$ cat config.mk
export PLATFORM = sky130hd
export DESIGN_NAME = gf180mcu_scan_chain_ctrl
export DESIGN_NICKNAME = d
export VERILOG_FILES = /design/src/rtl/gf180mcu_scan_pkg.sv /design/src/rtl/gf180mcu_scan_shreg.sv /design/src/rtl/gf180mcu_scan_chain_ctrl.sv
export SDC_FILE = /design/constraint.sdc
export NUM_CORES = 1
export LEC_CHECK = 0
export ABC_AREA = 1
export BUFFER_PORTS_ARGS = -buffer_cell sky130_fd_sc_hd__clkbuf_2
export CORE_ASPECT_RATIO = 0.7
export CORE_MARGIN = 2
export CORE_UTILIZATION = 55
export DETAILED_ROUTE_END_ITERATION = 12
export PLACE_DENSITY = 0.82
export SLEW_MARGIN = 10
export SYNTH_ARGS = -nofsm -noshare
export SYNTH_HDL_FRONTEND = slang
export SYNTH_SLANG_ARGS = --single-unit
$ cat constraint.sdc
create_clock -name CLK -period 1.6 [get_ports CLK]
set_input_delay 0.16 -clock CLK [delete_from_list [all_inputs] [get_ports CLK]]
set_output_delay 0.16 -clock CLK [all_outputs]
set_load 0.01 [all_outputs]
$ cat src/rtl/gf180mcu_scan_pkg.sv
// Shared definitions for the scan chain sequencer.
//   scan_state_e : sequencer phases, IDLE -> LOAD -> CAPTURE -> UNLOAD -> RESULT
//   cnt_width()  : width of the phase counter, sized so that both the shift length
//                  and the capture length fit without wrapping.
package gf180mcu_scan_pkg;

    typedef enum logic [2:0] {
        ST_IDLE,
        ST_LOAD,
        ST_CAPTURE,
        ST_UNLOAD,
        ST_RESULT
    } scan_state_e;

    // Normally $clog2(chain_len+1); a capture phase longer than the chain also
    // has to fit in the same counter.
    function automatic int cnt_width(input int chain_len, input int cap_cycles);
        int longest;
        longest = (cap_cycles > chain_len) ? cap_cycles : chain_len;
        return $clog2(longest + 1);
    endfunction

endpackage

$ cat src/rtl/gf180mcu_scan_shreg.sv
// Pattern shift register for the scan sequencer.
//   clk, rst_n : clock and asynchronous active-low reset
//   load       : capture load_data (has priority over shift)
//   shift      : move contents one place toward bit 0, zero fill at the top
//   load_data  : WIDTH-bit word to load
//   lsb_out    : current bit 0, the next bit to be driven into the chain
module gf180mcu_scan_shreg
    import gf180mcu_scan_pkg::*;
#(
    parameter int WIDTH = 32
) (
    input  logic             clk,
    input  logic             rst_n,
    input  logic             load,
    input  logic             shift,
    input  logic [WIDTH-1:0] load_data,
    output logic             lsb_out
);

    logic [WIDTH-1:0] shreg_q;
    logic [WIDTH-1:0] shreg_d;

    always_comb begin
        shreg_d = shreg_q;
        if (load) begin
            shreg_d = load_data;
        end else if (shift) begin
            shreg_d = {1'b0, shreg_q[WIDTH-1:1]};
        end
    end

    always_ff @(posedge clk or negedge rst_n) begin
        if (!rst_n) begin
            shreg_q <= '0;
        end else begin
            shreg_q <= shreg_d;
        end
    end

    assign lsb_out = shreg_q[0];

endmodule

$ cat src/rtl/gf180mcu_scan_chain_ctrl.sv
// Scan load / capture / unload sequencer driving a chain of scan flops.
//   CLK, RN             : clock (rising edge) and asynchronous active-low reset
//   pat_valid/ready/data: pattern handshake, bit 0 is shifted in first
//   SE, SI              : registered scan enable and scan data toward the chain head
//   SO                  : chain tail output
//   res_valid/ready/data: response handshake, bit 0 is the first bit unloaded
//   busy                : sequencer is not idle
// Every output comes straight from a flop, so SE and SI only move on CLK edges.
module gf180mcu_scan_chain_ctrl
    import gf180mcu_scan_pkg::*;
#(
    parameter int CHAIN_LEN  = 32,
    parameter int CAP_CYCLES = 1,
    parameter int CHAIN_INV  = 0,
    parameter int FILL_BIT   = 0
) (
    input  logic                 CLK,
    input  logic                 RN,
    input  logic                 pat_valid,
    output logic                 pat_ready,
    input  logic [CHAIN_LEN-1:0] pat_data,
    output logic                 SE,
    output logic                 SI,
    input  logic                 SO,
    output logic                 res_valid,
    input  logic                 res_ready,
    output logic [CHAIN_LEN-1:0] res_data,
    output logic                 busy
);

    localparam int            CW         = cnt_width(CHAIN_LEN, CAP_CYCLES);
    localparam logic [CW-1:0] LAST_SHIFT = CW'(CHAIN_LEN - 1);
    localparam logic [CW-1:0] LAST_CAP   = CW'((CAP_CYCLES == 0) ? 0 : CAP_CYCLES - 1);
    localparam logic          INV_BIT    = 1'(CHAIN_INV);
    localparam logic          FILL       = 1'(FILL_BIT);

    scan_state_e          state_q, state_d;
    logic [CW-1:0]        cnt_q, cnt_d;
    logic                 se_q, se_d;
    logic                 si_q, si_d;
    logic                 pat_ready_q, pat_ready_d;
    logic                 res_valid_q, res_valid_d;
    logic [CHAIN_LEN-1:0] res_data_q, res_data_d;
    logic                 busy_q, busy_d;
    logic                 shreg_load;
    logic                 shreg_shift;
    logic                 shreg_lsb;

    // SI is registered, so bit 0 is launched straight from pat_data at accept and the
    // shift register holds the remaining bits; its LSB is always the next bit to send.
    gf180mcu_scan_shreg #(
        .WIDTH(CHAIN_LEN)
    ) u_shreg (
        .clk      (CLK),
        .rst_n    (RN),
        .load     (shreg_load),
        .shift    (shreg_shift),
        .load_data(pat_data >> 1),
        .lsb_out  (shreg_lsb)
    );

    // Next state, counter and SI. SI is chosen for the phase that starts on the
    // coming edge, which is why phase exits pick the following phase's SI value.
    always_comb begin
        state_d     = state_q;
        cnt_d       = cnt_q + CW'(1);
        si_d        = 1'b0;
        res_data_d  = res_data_q;
        shreg_load  = 1'b0;
        shreg_shift = 1'b0;
        case (state_q)
            ST_IDLE: begin
                cnt_d = '0;
                if (pat_valid && pat_ready_q) begin
                    state_d    = ST_LOAD;
                    shreg_load = 1'b1;
                    si_d       = pat_data[0];
                    res_data_d = '0;
                end
            end
            ST_LOAD: begin
                shreg_shift = 1'b1;
                si_d        = shreg_lsb;
                if (cnt_q == LAST_SHIFT) begin
                    cnt_d = '0;
                    if (CAP_CYCLES == 0) begin
                        state_d = ST_UNLOAD;
                        si_d    = FILL;
                    end else begin
                        state_d = ST_CAPTURE;
                        si_d    = 1'b0;
                    end
                end
            end
            ST_CAPTURE: begin
                if (cnt_q == LAST_CAP) begin
                    state_d = ST_UNLOAD;
                    cnt_d   = '0;
                    si_d    = FILL;
                end
            end
            ST_UNLOAD: begin
                si_d = FILL;
                for (int i = 0; i < CHAIN_LEN; i++) begin
                    if (cnt_q == CW'(i)) begin
                        res_data_d[i] = SO ^ INV_BIT;
                    end
                end
                if (cnt_q == LAST_SHIFT) begin
                    state_d = ST_RESULT;
                    cnt_d   = '0;
                    si_d    = 1'b0;
                end
            end
            ST_RESULT: begin
                cnt_d = '0;
                if (res_ready) begin
                    state_d = ST_IDLE;
                end
            end
            default: begin
                state_d = ST_IDLE;
                cnt_d   = '0;
            end
        endcase

        // Handshake and enable outputs are decoded from the next state so they
        // change on the same edge as the state itself.
        se_d        = (state_d == ST_LOAD) || (state_d == ST_UNLOAD);
        pat_ready_d = (state_d == ST_IDLE);
        res_valid_d = (state_d == ST_RESULT);
        busy_d      = (state_d != ST_IDLE);
    end

    always_ff @(posedge CLK or negedge RN) begin
        if (!RN) begin
            state_q     <= ST_IDLE;
            cnt_q       <= '0;
            se_q        <= 1'b0;
            si_q        <= 1'b0;
            pat_ready_q <= 1'b0;
            res_valid_q <= 1'b0;
            res_data_q  <= '0;
            busy_q      <= 1'b0;
        end else begin
            state_q     <= state_d;
            cnt_q       <= cnt_d;
            se_q        <= se_d;
            si_q        <= si_d;
            pat_ready_q <= pat_ready_d;
            res_valid_q <= res_valid_d;
            res_data_q  <= res_data_d;
            busy_q      <= busy_d;
        end
    end

    assign SE        = se_q;
    assign SI        = si_q;
    assign pat_ready = pat_ready_q;
    assign res_valid = res_valid_q;
    assign res_data  = res_data_q;
    assign busy      = busy_q;

endmodule

[Yosys cells after proc, flatten, opt, wreduce, memory -nomap -nowiden]
Cells that the tools add are included.
Cells by class
  add/subtract/negate cells: 1
  equal/unequal tests: 71
  mux-type cells: 51
  reductions and logical operators: 41
Operator list (count)
  == test 6 x 5 -> 1 bit (second input constant): 16
  2-to-1 mux 32 bit: 3
  AND reduction 3 bit: 32
  != test 2 bit (second input constant): 33
  one-hot mux 32 bit (2 select lines): 1
  == test 6 x 4 -> 1 bit (second input constant): 8
  2-to-1 mux 1 bit: 37
  == test 6 x 3 -> 1 bit (second input constant): 4
  2-to-1 mux 3 bit: 5
  one-hot mux 3 bit (5 select lines): 1
  == test 6 x 2 -> 1 bit (second input constant): 2
  2-to-1 mux 6 bit: 2
  one-hot mux 6 bit (2 select lines): 1
  == test 3 x 2 -> 1 bit (second input constant): 3
  adder 6 x 1 -> 6 bit (second input constant): 1
  == test 3 x 1 -> 1 bit (second input constant): 2
  == test 3 bit (second input constant): 2
  == test 6 x 1 -> 1 bit (second input constant): 1
  zero test 3 bit: 2
  zero test 6 bit: 1
  nonzero test 2 bit: 2
  nonzero test 3 bit: 1
  one-hot mux 1 bit (2 select lines): 1
  OR reduction 2 bit: 1
  other kinds (2): 2
Word-level totals
  register bits after elaboration: 78
  input port bits: 37
  output and inout bits: 37

[Longest topological paths before layout]
  word-level depth: 5
  depth in mapped cells: 9
  mapped depth without buffers: 8

[Modules after synthesis]
A second synthesis with hierarchy kept.
Second synthesis, totals
  cell total of the unflattened synthesis: 471
  area, all modules: 3781.1 µm²
By module, submodules not included
  gf180mcu_scan_chain_ctrl: instances 1, cells an instance 297, area an instance 2299.7 µm²
  gf180mcu_scan_shreg: instances 1, cells an instance 174, area an instance 1481.4 µm²

[Worst setup path after synthesis]
OpenSTA, ideal clock, no wires.
  path kind: register to register
  from: reg cnt_q[0]
  to: reg busy_q (netlist: busy)
  setup time: 0.129 ns
  data arrival time: 1.265 ns
  data required time: 1.471 ns
  slack: 0.206 ns
  stages on the path, launching flop included: 7
  path buffers: 0
  clock period less this slack: 1.394 ns
  path through: dfrtp_1 > ha_1 > nand3_1 > o21bai_1 > nand2_1 > nor2_1 > nand3b_1
On the way
  cells in the longest elaborated chain, start to end: 4
  elaborated cells on any way between the ends: 7
  those cells by class: eq/ne: 1; mux: 4; reduce/logical: 2
RTL lines
  from (decl): RTL line gf180mcu_scan_chain_ctrl.sv:38  | logic [CW-1:0] cnt_q, cnt_d;
  from (signal assigned): RTL line gf180mcu_scan_chain_ctrl.sv:147  | cnt_q <= cnt_d;
  == test 6 x 5 -> 1 bit or zero test 6 bit (tied branches): RTL line gf180mcu_scan_chain_ctrl.sv:84, gf180mcu_scan_chain_ctrl.sv:109, gf180mcu_scan_chain_ctrl.sv:96
  2-to-1 mux 3 bit, on equally long branches: RTL line gf180mcu_scan_chain_ctrl.sv:109, gf180mcu_scan_chain_ctrl.sv:84, gf180mcu_scan_chain_ctrl.sv:96
  one-hot mux 3 bit (5 select lines) (*): RTL line gf180mcu_scan_chain_ctrl.sv:71  | case (state_q)
  nonzero test 3 bit (*): RTL line gf180mcu_scan_chain_ctrl.sv:132  | busy_d = (state_d != ST_IDLE);
  named net busy_d: RTL line gf180mcu_scan_chain_ctrl.sv:44  | logic busy_q, busy_d;
  to (signal assigned): RTL line gf180mcu_scan_chain_ctrl.sv:153  | busy_q <= busy_d;
  to (decl): RTL line gf180mcu_scan_chain_ctrl.sv:44
Mark *: on every way through the listed nets, which the timed path passes. The rest lies on a longest branch.
A chain may end at the register's enable or synchronous reset.

[Worst setup path in the final report]
  from: reg state_q[0]
  to: reg u_shreg.shreg_q[5]
On the way
  cells in the longest elaborated chain, start to end: 3
  elaborated cells on any way between the ends: 6
  those cells by class: eq/ne: 1; mux: 3; reduce/logical: 2
RTL lines
  from (decl): RTL line gf180mcu_scan_chain_ctrl.sv:37  | scan_state_e state_q, state_d;
  from (signal assigned): RTL line gf180mcu_scan_chain_ctrl.sv:146  | state_q <= state_d;
  == test 3 x 1 -> 1 bit or zero test 3 bit (tied branches): RTL line gf180mcu_scan_chain_ctrl.sv:71
  2-to-1 mux 1 bit: RTL line gf180mcu_scan_chain_ctrl.sv:71
  nonzero test 2 bit (no line) or 2-to-1 mux 32 bit (tied branches)
  to (signal assigned): RTL line gf180mcu_scan_shreg.sv:36  | shreg_q <= shreg_d;
  to (decl): RTL line gf180mcu_scan_shreg.sv:20  | logic [WIDTH-1:0] shreg_q;
Parallel ways exist; a longest one is shown, timed or not.

==> results.toml <==
[outcome]
status = "finished, final reports clean"

[global_routing]
grt_max_degree = 61
overflow = 0
antenna_found_initial = 0
grt_use_total = 0.240
grt_pass1_wl_um = 13800
grt_pass1_vias = 2951

[clocking]
clock_latency_ns = 0.35
clockRootBuffer = "clkbuf_8"
clock_path_buffers = 2
cts_tree = "yes"
cts_made_buffers = 9
cts.sinks = 77
h-tree-depth = 3
clkTransAtPathRegs_ns = 0.07

[worst_setup_path]
cpLargestDelayFamily = "flip-flops"
r2r_start = "state_q[0]"
rr_endpoint = "u_shreg.shreg_q[5]"
r2r_setup_slack_ns = 0.13
cpPeakStageDelay_ns = 0.46
cp_max_fo = 60
worstPathCellList = "nor2_4 -> nand4_4 -> buf_12 -> o21ai_0 -> o21ai_0"
worst_path_max_delay_cell = "dfrtp_1"
crit_arrival_ns = 1.69
cpMostUsedCell = "o21ai_0"
r2r_cells = 5
endpoint_kind = "flip-flop"
critPathBufInv = 1
critPathKind = "reg -> reg"
required_ns = 1.82
startpoint_type = "flip-flop"

[finish]
nNetsFinal = 565
final_cell_mix = "nand2_1 (101), o21ai_0 (98), dfrtp_1 (75), clkbuf_2 (72), inv_1 (47)"
final_common_cell = "nand2_1"
layoutNonFillerInstCount = 620
n_antenna_cell = 0
utilization = 0.699
fillers = 537
drive_gt1_frac = 0.229
area_delta_synth_final_pct = 20.6

[floorplan]
die_area_um2 = 7390
pin_count = 74
die_h_um = 72.5
die_w_um = 102
rows = 24
core_um2 = 6370
initial_core_util = 0.580

[routing]
ant_nets = 0
wl_um = 8310
wl_per_cell_um = 13.4
via_per_inst = 5.12
via_count = 3176
dr.pass1.iters = 5
drt_iter0_markers = 212
drc = 0

[yosys]
synth_top_family_by_area = "compound AO/OA/AOI/OAI gates"
synth_nets = 490
yosys.area_share.adder = 0.0136
synth-simple-area-share = 0.168
synthXorXnorAreaFrac = 0.00475
ys_ff_latch = 77
synth_cells = 449
synthMuxAreaShare = 0
avgSynthCellArea_um2 = 8.22
netlist-cell-type-count = 29
syn-cell-area_um2 = 3690
synth-compound-area-share = 0.200
synth_warnings = 0
ys_seq_area_frac = 0.522

[timing]
finalCriticalPeriod_ns = 1.47
drv_slew = 0
relSlewSlack = 0.779
hold_viol = 0
fin_crit_sh = 0.919
worst_pin_slew_ns = 0.331
fmax_mhz = 680
setup_ws_ns = 0.129
rsz0062_at_grt = "yes"
setup_viol = 0
holdWs_ns = 0.0290
finalClockSkew_ns = 0.00667

[placed_design]
place_inst = 602
globalplace.congestion = 0.909
dp_hpwl_um = 5980
place_ws_ns = -0.0411
numPortBuffers = 73

[power_and_ir_drop]
max-vdd-ir-drop_v = 0.000971
power.leakage_nw = 2.09
power.total_w = 0.00660
power.density_nw_per_um2 = 1480

[min_path]
holdPathEnd = "u_shreg.shreg_q[30]"
hold_class = "in -> reg"
hold_path_depth = 3
hp-start = "pat_data[31]"

[run]
drv_cap = 0
[layer usage]
layer	up-vias	part of all wire	wire [um]	track usage
met5	-	0	0	0
met4	0	0.012	100	0.0800
met3	10	0.047	394	0.0617
met2	82	0.44	3700	0.340
met1	1466	0.50	4120	0.360
li1	1618	-	-	-
[report_power, final]
group | leakage [nW] | internal [W] | switching (W)
Combinational | 0.955 | 0.000910 | 0.00159
Clock | 0.106 | 0.000760 | 0.000715
Sequential | 1.03 | 0.00237 | 0.000259
Total | 2.09 | 0.00404 | 0.00256
[per-stage QoR]
step | setup TNS [ns] | area, um^2
2_1_floorplan | 0 | 3690
3_3_place_gp | 0 | 4190
3_5_place_dp | -0.0411 | 4190
4_1_cts | 0 | 4400
5_1_grt | -0.0105 | 4450
6_report | 0 | 4450
[Yosys cell counts]
master,instances,area (um^2)
o21ai_0,98,490
a22oi_1,1,7.51
a21oi_1,2,10.0
inv_2,1,3.75
inv_1,49,184
nor3b_1,1,7.51
a211oi_1,1,7.51
buf_6,5,56.3
nand2_4,1,11.3
nand2_2,2,12.5
o21ai_1,42,210
nand4_2,1,12.5
a31oi_1,1,6.26
nand2_1,101,379
o21bai_1,1,7.51
nor2_1,15,56.3
nor2_4,1,11.3
dfrtp_1,77,1930
nand4_1,2,12.5
clkbuf_1,9,33.8
nand3_1,15,75.1
nand3b_1,2,15.0
and2_1,1,6.26
xor2_1,2,17.5
ha_1,4,50.1
buf_4,2,15.0
buf_2,7,35.0
nor2_2,3,18.8
clkbuf_2,2,10.0
[registers in the layout, summed over array words and instances (netlist names)]
signal	count
pat_ready	1
res_data	32
res_valid	1
u_shreg.shreg_q	31
cnt_q	6
state_q	3
SE	1
SI	1
busy	1
[logic make-up (layout without fill, tap and decap cells)]
kind of cell | Yosys count | in the layout
AOI/OAI and AO/OA | 146 | 146
xor gates and xnor gates | 2 | 2
adders and majority gates | 4 | 4
buffers and inverters | 75 | 155
DFF | 77 | 77
and+or+nand+nor | 145 | 145
[area by class of cell]
cell class	count	area, um^2	area share
Multi-Input combinational cell	297	1470	0.329
Timing Repair Buffer	89	553	0.124
Tap cell	91	114	0.0256
Clock inverter	6	62.6	0.0141
Clock buffer	10	138	0.0309
Inverter	50	188	0.0422
Sequential cell	77	1930	0.434
[what timing repair did]
item                       CTS  global route
resized for setup            1            11
setup endpoints to repair    2            62
hold buffers                 1             0
pin swaps                    0             1
hold endpoints to repair    22             0
setup buffers                0             1
[how the worst max path moves through the flow]
stage	start	slack [ns]	cells after the start	end
final	state_q[0]	0.13	5	u_shreg.shreg_q[5]
after global placement	cnt_q[1]	0.08	7	pat_ready
after CTS	state_q[0]	0.03	6	res_data[21]
after detailed placement	cnt_q[1]	-0.04	6	busy
after global routing	cnt_q[0]	-0.007	7	pat_ready
after floorplan	cnt_q[0]	0.21	6	busy
[worst register-to-register path, stage by stage, from the launching register on]
cell,delay [ns]
dfrtp_1,0.46
nor2_4,0.18
nand4_4,0.18
buf_12,0.24
o21ai_0,0.17
o21ai_0,0.12
(Power assumes the default switching activity.)
